`src/rtl/hifq_pkg.sv`:
```
// rtl/hifq_pkg.sv - shared types, default sizes and pointer wrap helper for hif_queue_sequencer
package hifq_pkg;

    typedef enum logic [1:0] {
        IDLE = 2'd0,
        SEQ  = 2'd1,
        ZERO = 2'd2
    } state_t;

    localparam int DEPTH_DEF    = 1536;
    localparam int AW_DEF       = 11;
    localparam int DW_DEF       = 16;
    localparam int READ_LEN_DEF = 1021;

    function automatic int ptr_inc(input int p, input int depth);
        return (p == depth - 1) ? 0 : p + 1;
    endfunction

endpackage

```
`src/rtl/hifq_ptr_sub.sv`:
```
// rtl/hifq_ptr_sub.sv - combinational (p - K) mod DEPTH for queue addresses
module hifq_ptr_sub #(
    parameter int DEPTH = 1536,
    parameter int AW    = 11,
    parameter int K     = 1020
) (
    input  logic [AW-1:0] p,
    output logic [AW-1:0] q
);
    logic [AW:0] diff;
    logic [AW:0] wrapped;

    // A set top bit after the subtraction means we borrowed, so fold back into range.
    assign diff    = {1'b0, p} - (AW+1)'(K);
    assign wrapped = diff + (AW+1)'(DEPTH);
    assign q       = diff[AW] ? wrapped[AW-1:0] : diff[AW-1:0];

endmodule

```
`src/rtl/hif_queue_sequencer.sv`:
```
// rtl/hif_queue_sequencer.sv - circular sample queue writer and burst read sequencer; option HIFQ_PRIME_ZERO_EN
module hif_queue_sequencer
    import hifq_pkg::*;
#(
    parameter int DEPTH    = DEPTH_DEF,
    parameter int AW       = AW_DEF,
    parameter int DW       = DW_DEF,
    parameter int READ_LEN = READ_LEN_DEF
) (
    input  logic          clk,
    input  logic          rst_n,
    input  logic          wrt_smpl,
    input  logic [DW-1:0] new_smpl,
    output logic          ram_we,
    output logic [AW-1:0] ram_waddr,
    output logic [DW-1:0] ram_wdata,
    output logic [AW-1:0] ram_raddr,
    output logic          sequencing,
    output logic          smpl_vld,
    output logic          last_smpl,
    output logic [AW:0]   cnt,
    output logic          overrun
);
    localparam logic [AW:0]   DEPTH_C  = (AW+1)'(DEPTH);
    localparam logic [AW:0]   LEN_C    = (AW+1)'(READ_LEN);
    localparam logic [AW-1:0] LAST_IDX = AW'(READ_LEN - 1);

    state_t        state;
    logic [AW-1:0] new_ptr;
    logic [AW-1:0] rd_ptr;
    logic [AW-1:0] seq_idx;
    logic [AW-1:0] start_now;
    logic [AW-1:0] start_prev;
    logic [AW:0]   cnt_next;
    logic          pend;
    logic          accept;
    logic          eligible;
    logic          burst_end;

    // start_now: burst ending at the sample being written; start_prev: ending at the last one written.
    hifq_ptr_sub #(.DEPTH(DEPTH), .AW(AW), .K(READ_LEN - 1)) u_start_now (
        .p (new_ptr),
        .q (start_now)
    );
    hifq_ptr_sub #(.DEPTH(DEPTH), .AW(AW), .K(READ_LEN)) u_start_prev (
        .p (new_ptr),
        .q (start_prev)
    );

    assign accept     = wrt_smpl && (state != ZERO);
    assign cnt_next   = (cnt == DEPTH_C) ? cnt : cnt + (AW+1)'(1);
    assign eligible   = accept && (cnt_next >= LEN_C);
    assign burst_end  = (state == SEQ) && (seq_idx == LAST_IDX);
    assign sequencing = (state == SEQ);
    assign ram_raddr  = rd_ptr;
    assign ram_waddr  = new_ptr;

`ifdef HIFQ_PRIME_ZERO_EN
    logic zeroing;
    assign zeroing   = rst_n && (state == ZERO);
    assign ram_we    = zeroing || wrt_smpl;
    assign ram_wdata = zeroing ? '0 : new_smpl;
`else
    assign ram_we    = wrt_smpl;
    assign ram_wdata = new_smpl;
`endif

    always_ff @(posedge clk or negedge rst_n) begin
        if (!rst_n) begin
`ifdef HIFQ_PRIME_ZERO_EN
            state     <= ZERO;
`else
            state     <= IDLE;
`endif
            new_ptr   <= '0;
            rd_ptr    <= '0;
            seq_idx   <= '0;
            cnt       <= '0;
            pend      <= 1'b0;
            smpl_vld  <= 1'b0;
            last_smpl <= 1'b0;
            overrun   <= 1'b0;
        end else begin
            smpl_vld  <= (state == SEQ);
            last_smpl <= burst_end;
            overrun   <= 1'b0;
            if (accept) begin
                new_ptr <= AW'(ptr_inc(int'(new_ptr), DEPTH));
                cnt     <= cnt_next;
            end
            case (state)
                IDLE: begin
                    if (eligible) begin
                        state   <= SEQ;
                        rd_ptr  <= start_now;
                        seq_idx <= '0;
                    end
                end
                SEQ: begin
                    if (!burst_end) begin
                        rd_ptr  <= AW'(ptr_inc(int'(rd_ptr), DEPTH));
                        seq_idx <= seq_idx + AW'(1);
                        if (eligible) begin
                            pend    <= 1'b1;
                            overrun <= pend;
                        end
                    end else begin
                        // A write landing on the last cycle is the newest sample and wins over pend.
                        seq_idx <= '0;
                        if (eligible) begin
                            rd_ptr  <= start_now;
                            pend    <= 1'b0;
                            overrun <= pend;
                        end else if (pend) begin
                            rd_ptr <= start_prev;
                            pend   <= 1'b0;
                        end else begin
                            state <= IDLE;
                        end
                    end
                end
`ifdef HIFQ_PRIME_ZERO_EN
                ZERO: begin
                    new_ptr <= AW'(ptr_inc(int'(new_ptr), DEPTH));
                    overrun <= wrt_smpl;
                    if (new_ptr == AW'(DEPTH - 1)) begin
                        state <= IDLE;
                        cnt   <= DEPTH_C;
                    end
                end
`endif
                default: state <= IDLE;
            endcase
        end
    end

endmodule

```
`config.mk`:
```
export PLATFORM = sky130hd
export DESIGN_NAME = hif_queue_sequencer
export DESIGN_NICKNAME = d
export VERILOG_FILES = /design/src/rtl/hifq_pkg.sv /design/src/rtl/hifq_ptr_sub.sv /design/src/rtl/hif_queue_sequencer.sv
export SDC_FILE = /design/constraint.sdc
export NUM_CORES = 1
export LEC_CHECK = 0
export ABC_AREA = 1
export CORE_MARGIN = 5
export CORE_UTILIZATION = 25
export DETAILED_ROUTE_END_ITERATION = 8
export SLEW_MARGIN = 20
export SYNTH_ARGS = -nofsm -noshare
export SYNTH_HDL_FRONTEND = slang
export SYNTH_SLANG_ARGS = --single-unit
```
`constraint.sdc`:
```
create_clock -name clk -period 6.5 [get_ports clk]
set_clock_uncertainty 0.15 [all_clocks]
set_input_delay 1.3 -clock clk [delete_from_list [all_inputs] [get_ports clk]]
set_output_delay 1.3 -clock clk [all_outputs]
set_load 0.02 [all_outputs]
```
Word level (Yosys, flattened, before mapping)
Index checks and enable logic that the tools add are counted.

Eq/ne operators: 11. Add/sub/neg operators: 8. Mux-type cells: 22. Reductions and logical operators: 10. $lt $le $gt $ge: 1.

Operators by type and width (count): two-way mux 11 bit (10); case mux 11 bit (2 select lines) (2); adder 11 x 1 -> 11 bit, second input constant (3); subtractor 11 x 10 -> 12 bit, second input constant (2); adder 11 bit, second input constant (2); equality test 11 bit, second input constant (2); adder 12 x 1 -> 12 bit, second input constant (1); equality test 12 x 11 -> 1 bit, second input constant (1); greater-or-equal comparator 12 x 10 -> 1 bit, second input constant (1); two-way mux 12 bit (1); equality test 11 x 10 -> 1 bit, second input constant (1); two-way mux 2 bit (4); != test 2 bit, second input constant (4); two-way mux 1 bit (4); != test 4 bit, second input constant (1); case mux 2 bit (2 select lines) (1); AND reduction 2 bit (2); AND reduction 4 bit (1); nonzero test 2 bit (2); logical AND 1 bit (3); AND reduction 3 bit (1); equality test 2 x 1 -> 1 bit, second input constant (1); logical NOT 2 bit (1); != test 2 x 1 -> 1 bit, second input constant (1).

Word-level logic and storage cells: 61. Input bits: 19. Flip-flop bits (word level): 51. Output and inout port bits: 55.

Logic depth before layout (Yosys ltp)
Depth after elaboration: 7. Gate-level depth with buffers: 18. Gate-level depth less buffers: 17.

Modules after synthesis
A second synthesis with hierarchy kept.

Cell total of the unflattened synthesis: 580. Area, all modules: 3852.4 um^2.

By module, submodules not included: hif_queue_sequencer (instances 1, area each 3422.0 um^2, sequential area each 1251.2 um^2, cells an instance 500); hifq_ptr_sub at u_start_prev (instances 1, area each 232.7 um^2, sequential area each 0.0 um^2, cells an instance 42); hifq_ptr_sub at u_start_now (instances 1, area each 197.7 um^2, sequential area each 0.0 um^2, cells an instance 38).

Worst setup path before layout
No wires, ideal clock.

Path type: input port to output port. Start point: input port new_smpl[0]. End point: output port ram_wdata[0]. Data required time: 5.050 ns. Buffers on the path: 1. Stages: 1. Arrival: 1.434 ns. Setup slack: 3.616 ns. Path through: buf_4.

RTL lines: start, declared (RTL line hif_queue_sequencer.sv:13) `input logic [DW-1:0] new_smpl,`; end, declared (RTL line hif_queue_sequencer.sv:16) `output logic [DW-1:0] ram_wdata,`.

No word-level cell between the ends.

Worst setup path in the final report
Start point: input port wrt_smpl. End point: output port ram_we.

RTL lines: start, declared (RTL line hif_queue_sequencer.sv:12) `input logic wrt_smpl,`; end, declared (RTL line hif_queue_sequencer.sv:14) `output logic ram_we,`.

No word-level cell between the ends.

==> flow_summary.ini <==
[status]
status = finished clean

[synthesis]
async_reset_ff_share_pct = 100
yosys.area.top_type = dfrtp_1
synth_top_area_share_pct = 35.6
yosysSeqAreaShare_pct = 35.6
netlist_area_um2 = 3510
avgSynthCellArea_um2 = 7.18
synthFlopType = dfrtp_1
syn-num-nets = 516
yosys-top-cells-count = nand2_1 (124), inv_1 (59), nor2_1 (56)
ys_seq_elements = 50
synthCells = 489
synth.distinct_cells = 37
yosysWarnings = 0
synth-edff-count = 0
yosysMostFrequentCell = nand2_1
ys_top_cells_by_area = dfrtp_1 (36%), nand2_1 (13%), xor2_1 (6.7%), inv_1 (6.3%), nand3_1 (6.0%)

[finish]
num-nets-final = 540
area_delta_synth_final_pct = 17.4
regArea_um2 = 1250
multi_input_area_um2 = 1830
drive_gt1_share_pct = 6.23
diodes = 0
fill_cells = 1461

[cts]
h-tree-depth = 2
cts_setup_buffers = 0
cts_tree = yes
cts_num_sinks = 50
cts_resized = 0
clk_transition_reported_paths_ns = 0.07
root_buffer = clkbuf_16
worstSkewPairLatency_ns = 0.29
numCtsBuffers = 5
cts_hold_buf = 0
cts_buffer_depth = 2

[critical_path]
critPathCaptureType = primary output
crit_fanout = 29
reg2regPathDepth = 13
worst-setup-path-type = in2out
crit_required_ns = 5.05
r2r_slack_ns = 3.97
critical_path.startpoint_type = input port
critPathArrivalTime_ns = 2.73

[global_route]
grt_pass1_wl_mm = 14.6
met2_usage_pct = 16.6
grt.busiest_layer = met2
overflow = 0
grt_pass1_vias = 3018
grtUsageMet3_pct = 2.03
use_met1_pct = 15.0
grt_use_total_pct = 10.7
antenna_found_initial = 0
grt_max_degree = 51

[sta]
rsz0062_at_grt = no
setup_viol = 0
min_period_ns = 4.18
fin_setup_tns_ns = 0
fin_crit_sh_pct = 64.2
worstMarginPinSlew_ns = 0.640
clock.fmax_ghz = 0.240
maxSlewHeadroom_pct = 57.4
hold_viol_final = 0
slew_violations = 0

[power]
power_density_nw_per_um2 = 270
p_leak_uw = 0.00190
power.total_uw = 1110
power_frac_comb_pct = 37.1
clkPwrFrac_pct = 24.0
p_sw_uw = 441
vdd_drop_max_uv = 98.6
p_int_uw = 672
switching_share_pct = 39.6
p_seq_share_pct = 38.9

[flow_run]
maxCapViolations = 0

[placed_design]
hpwlAfterDp_mm = 6.46
port_buffers = 41
place.gp.congestion = 0.856

[die]
pin_count = 74
start_util_pct = 25.4
die-area_um2 = 16500
die_y_um = 129
core-area_um2 = 13800
die_w_um = 129
rows = 43

[route]
first_pass_iters = 5
drc = 0
wl_per_cell_um = 12.4
drtIter0Drc = 195
viasPerCell = 4.48
detail-route-antenna-nets = 0
vias = 3110
routed_wl_mm = 8.60

[min_path]
hold_class = reg2reg
worstHoldPathCells = 1
path summary, 6_finish.rpt:
check | startpoint | endpoint
setup reg to reg | cnt[0] | ram_raddr[2]
hold reg to reg | pend | pend
min in group asynchronous | rst_n | cnt[3]
max in group asynchronous | rst_n | seq_idx[1]
hold / removal | pend | pend
setup / recovery | wrt_smpl | ram_we
per-stage QoR:
step	hold slack, ns	utilization (%)	cells	worst slack (ns)	area (µm²)
floorplan	0.314	-	489	3.62	3510
finish	0.357	29.8	694	2.32	4120
detailed placement	0.349	28.7	686	2.32	3980
global route	0.385	29.8	694	2.26	4120
global placement	0.329	28.7	686	2.31	3980
CTS	0.363	29.8	694	2.31	4120
metal layers:
metal  vias to the layer above  part of all wire, %
met5                         -                    0
met4                         0                  1.4
met3                        10                  5.0
met2                        63                   44
met1                      1449                   49
li1                       1588                    -
area by class of cell:
class	count	area share, %
tap	180	5.46
inverter	62	5.77
multi-input combinational	349	44.3
clock buffer	7	3.46
sequential	50	30.3
timing repair buffer	45	10.6
clock inverter	1	0.121
sequential cells by signal, indices dropped and copies added, names as in the netlist:
signal / flops
state: 1
last_smpl: 1
ram_raddr: 11
pend: 1
cnt: 12
smpl_vld: 1
ram_waddr: 11
overrun: 1
seq_idx: 11
cells in the final DEF, fill, tap and decap left out, types with 3 or more instances in the layout:
cell type        instances
nand2_2                  3
xnor2_1                  3
nand4_1                  5
xor2_1                  27
a31oi_1                  4
nand3_2                  5
nor2_1                  56
nor3_1                   6
clkdlybuf4s50_1         40
buf_4                    4
o22ai_1                  3
nand3_1                 42
ha_1                     8
o21ai_0                 23
o211ai_1                 3
nand3b_1                 3
a21oi_1                 16
nor2_2                   5
inv_1                   59
dfrtp_1                 50
nand2_1                124
clkbuf_16                5
critical path: stages:
cell and delay (ns):
clkdlybuf4s50_1 0.45, buf_4 0.30, clkdlybuf4s50_1 0.67
cell families (layout without fill, tap and decap cells):
| group | Yosys count | in the layout | share of synthesized area, % |
|---|---|---|---|
| AO/OA/AOI/OAI | 55 | 55 | 8.76 |
| XOR/XNOR | 30 | 30 | 7.48 |
| adder cells (fa/ha/maj) | 8 | 8 | 2.85 |
| buffers and inverters | 90 | 115 | 12.4 |
| flip-flops | 50 | 50 | 35.6 |
| AND/OR/NAND/NOR | 256 | 256 | 32.9 |
power by group through the flow:
| stage | Clock, µW | Combinational, µW | Sequential (µW) |
|---|---|---|---|
| after floorplan | 0 | 244 | 459 |
| after global placement | 0 | 410 | 438 |
| after detailed placement | 0 | 413 | 439 |
| after CTS | 274 | 417 | 433 |
| after global routing | 285 | 460 | 443 |
| final | 267 | 413 | 433 |
Power figures use the tool's default switching activity.
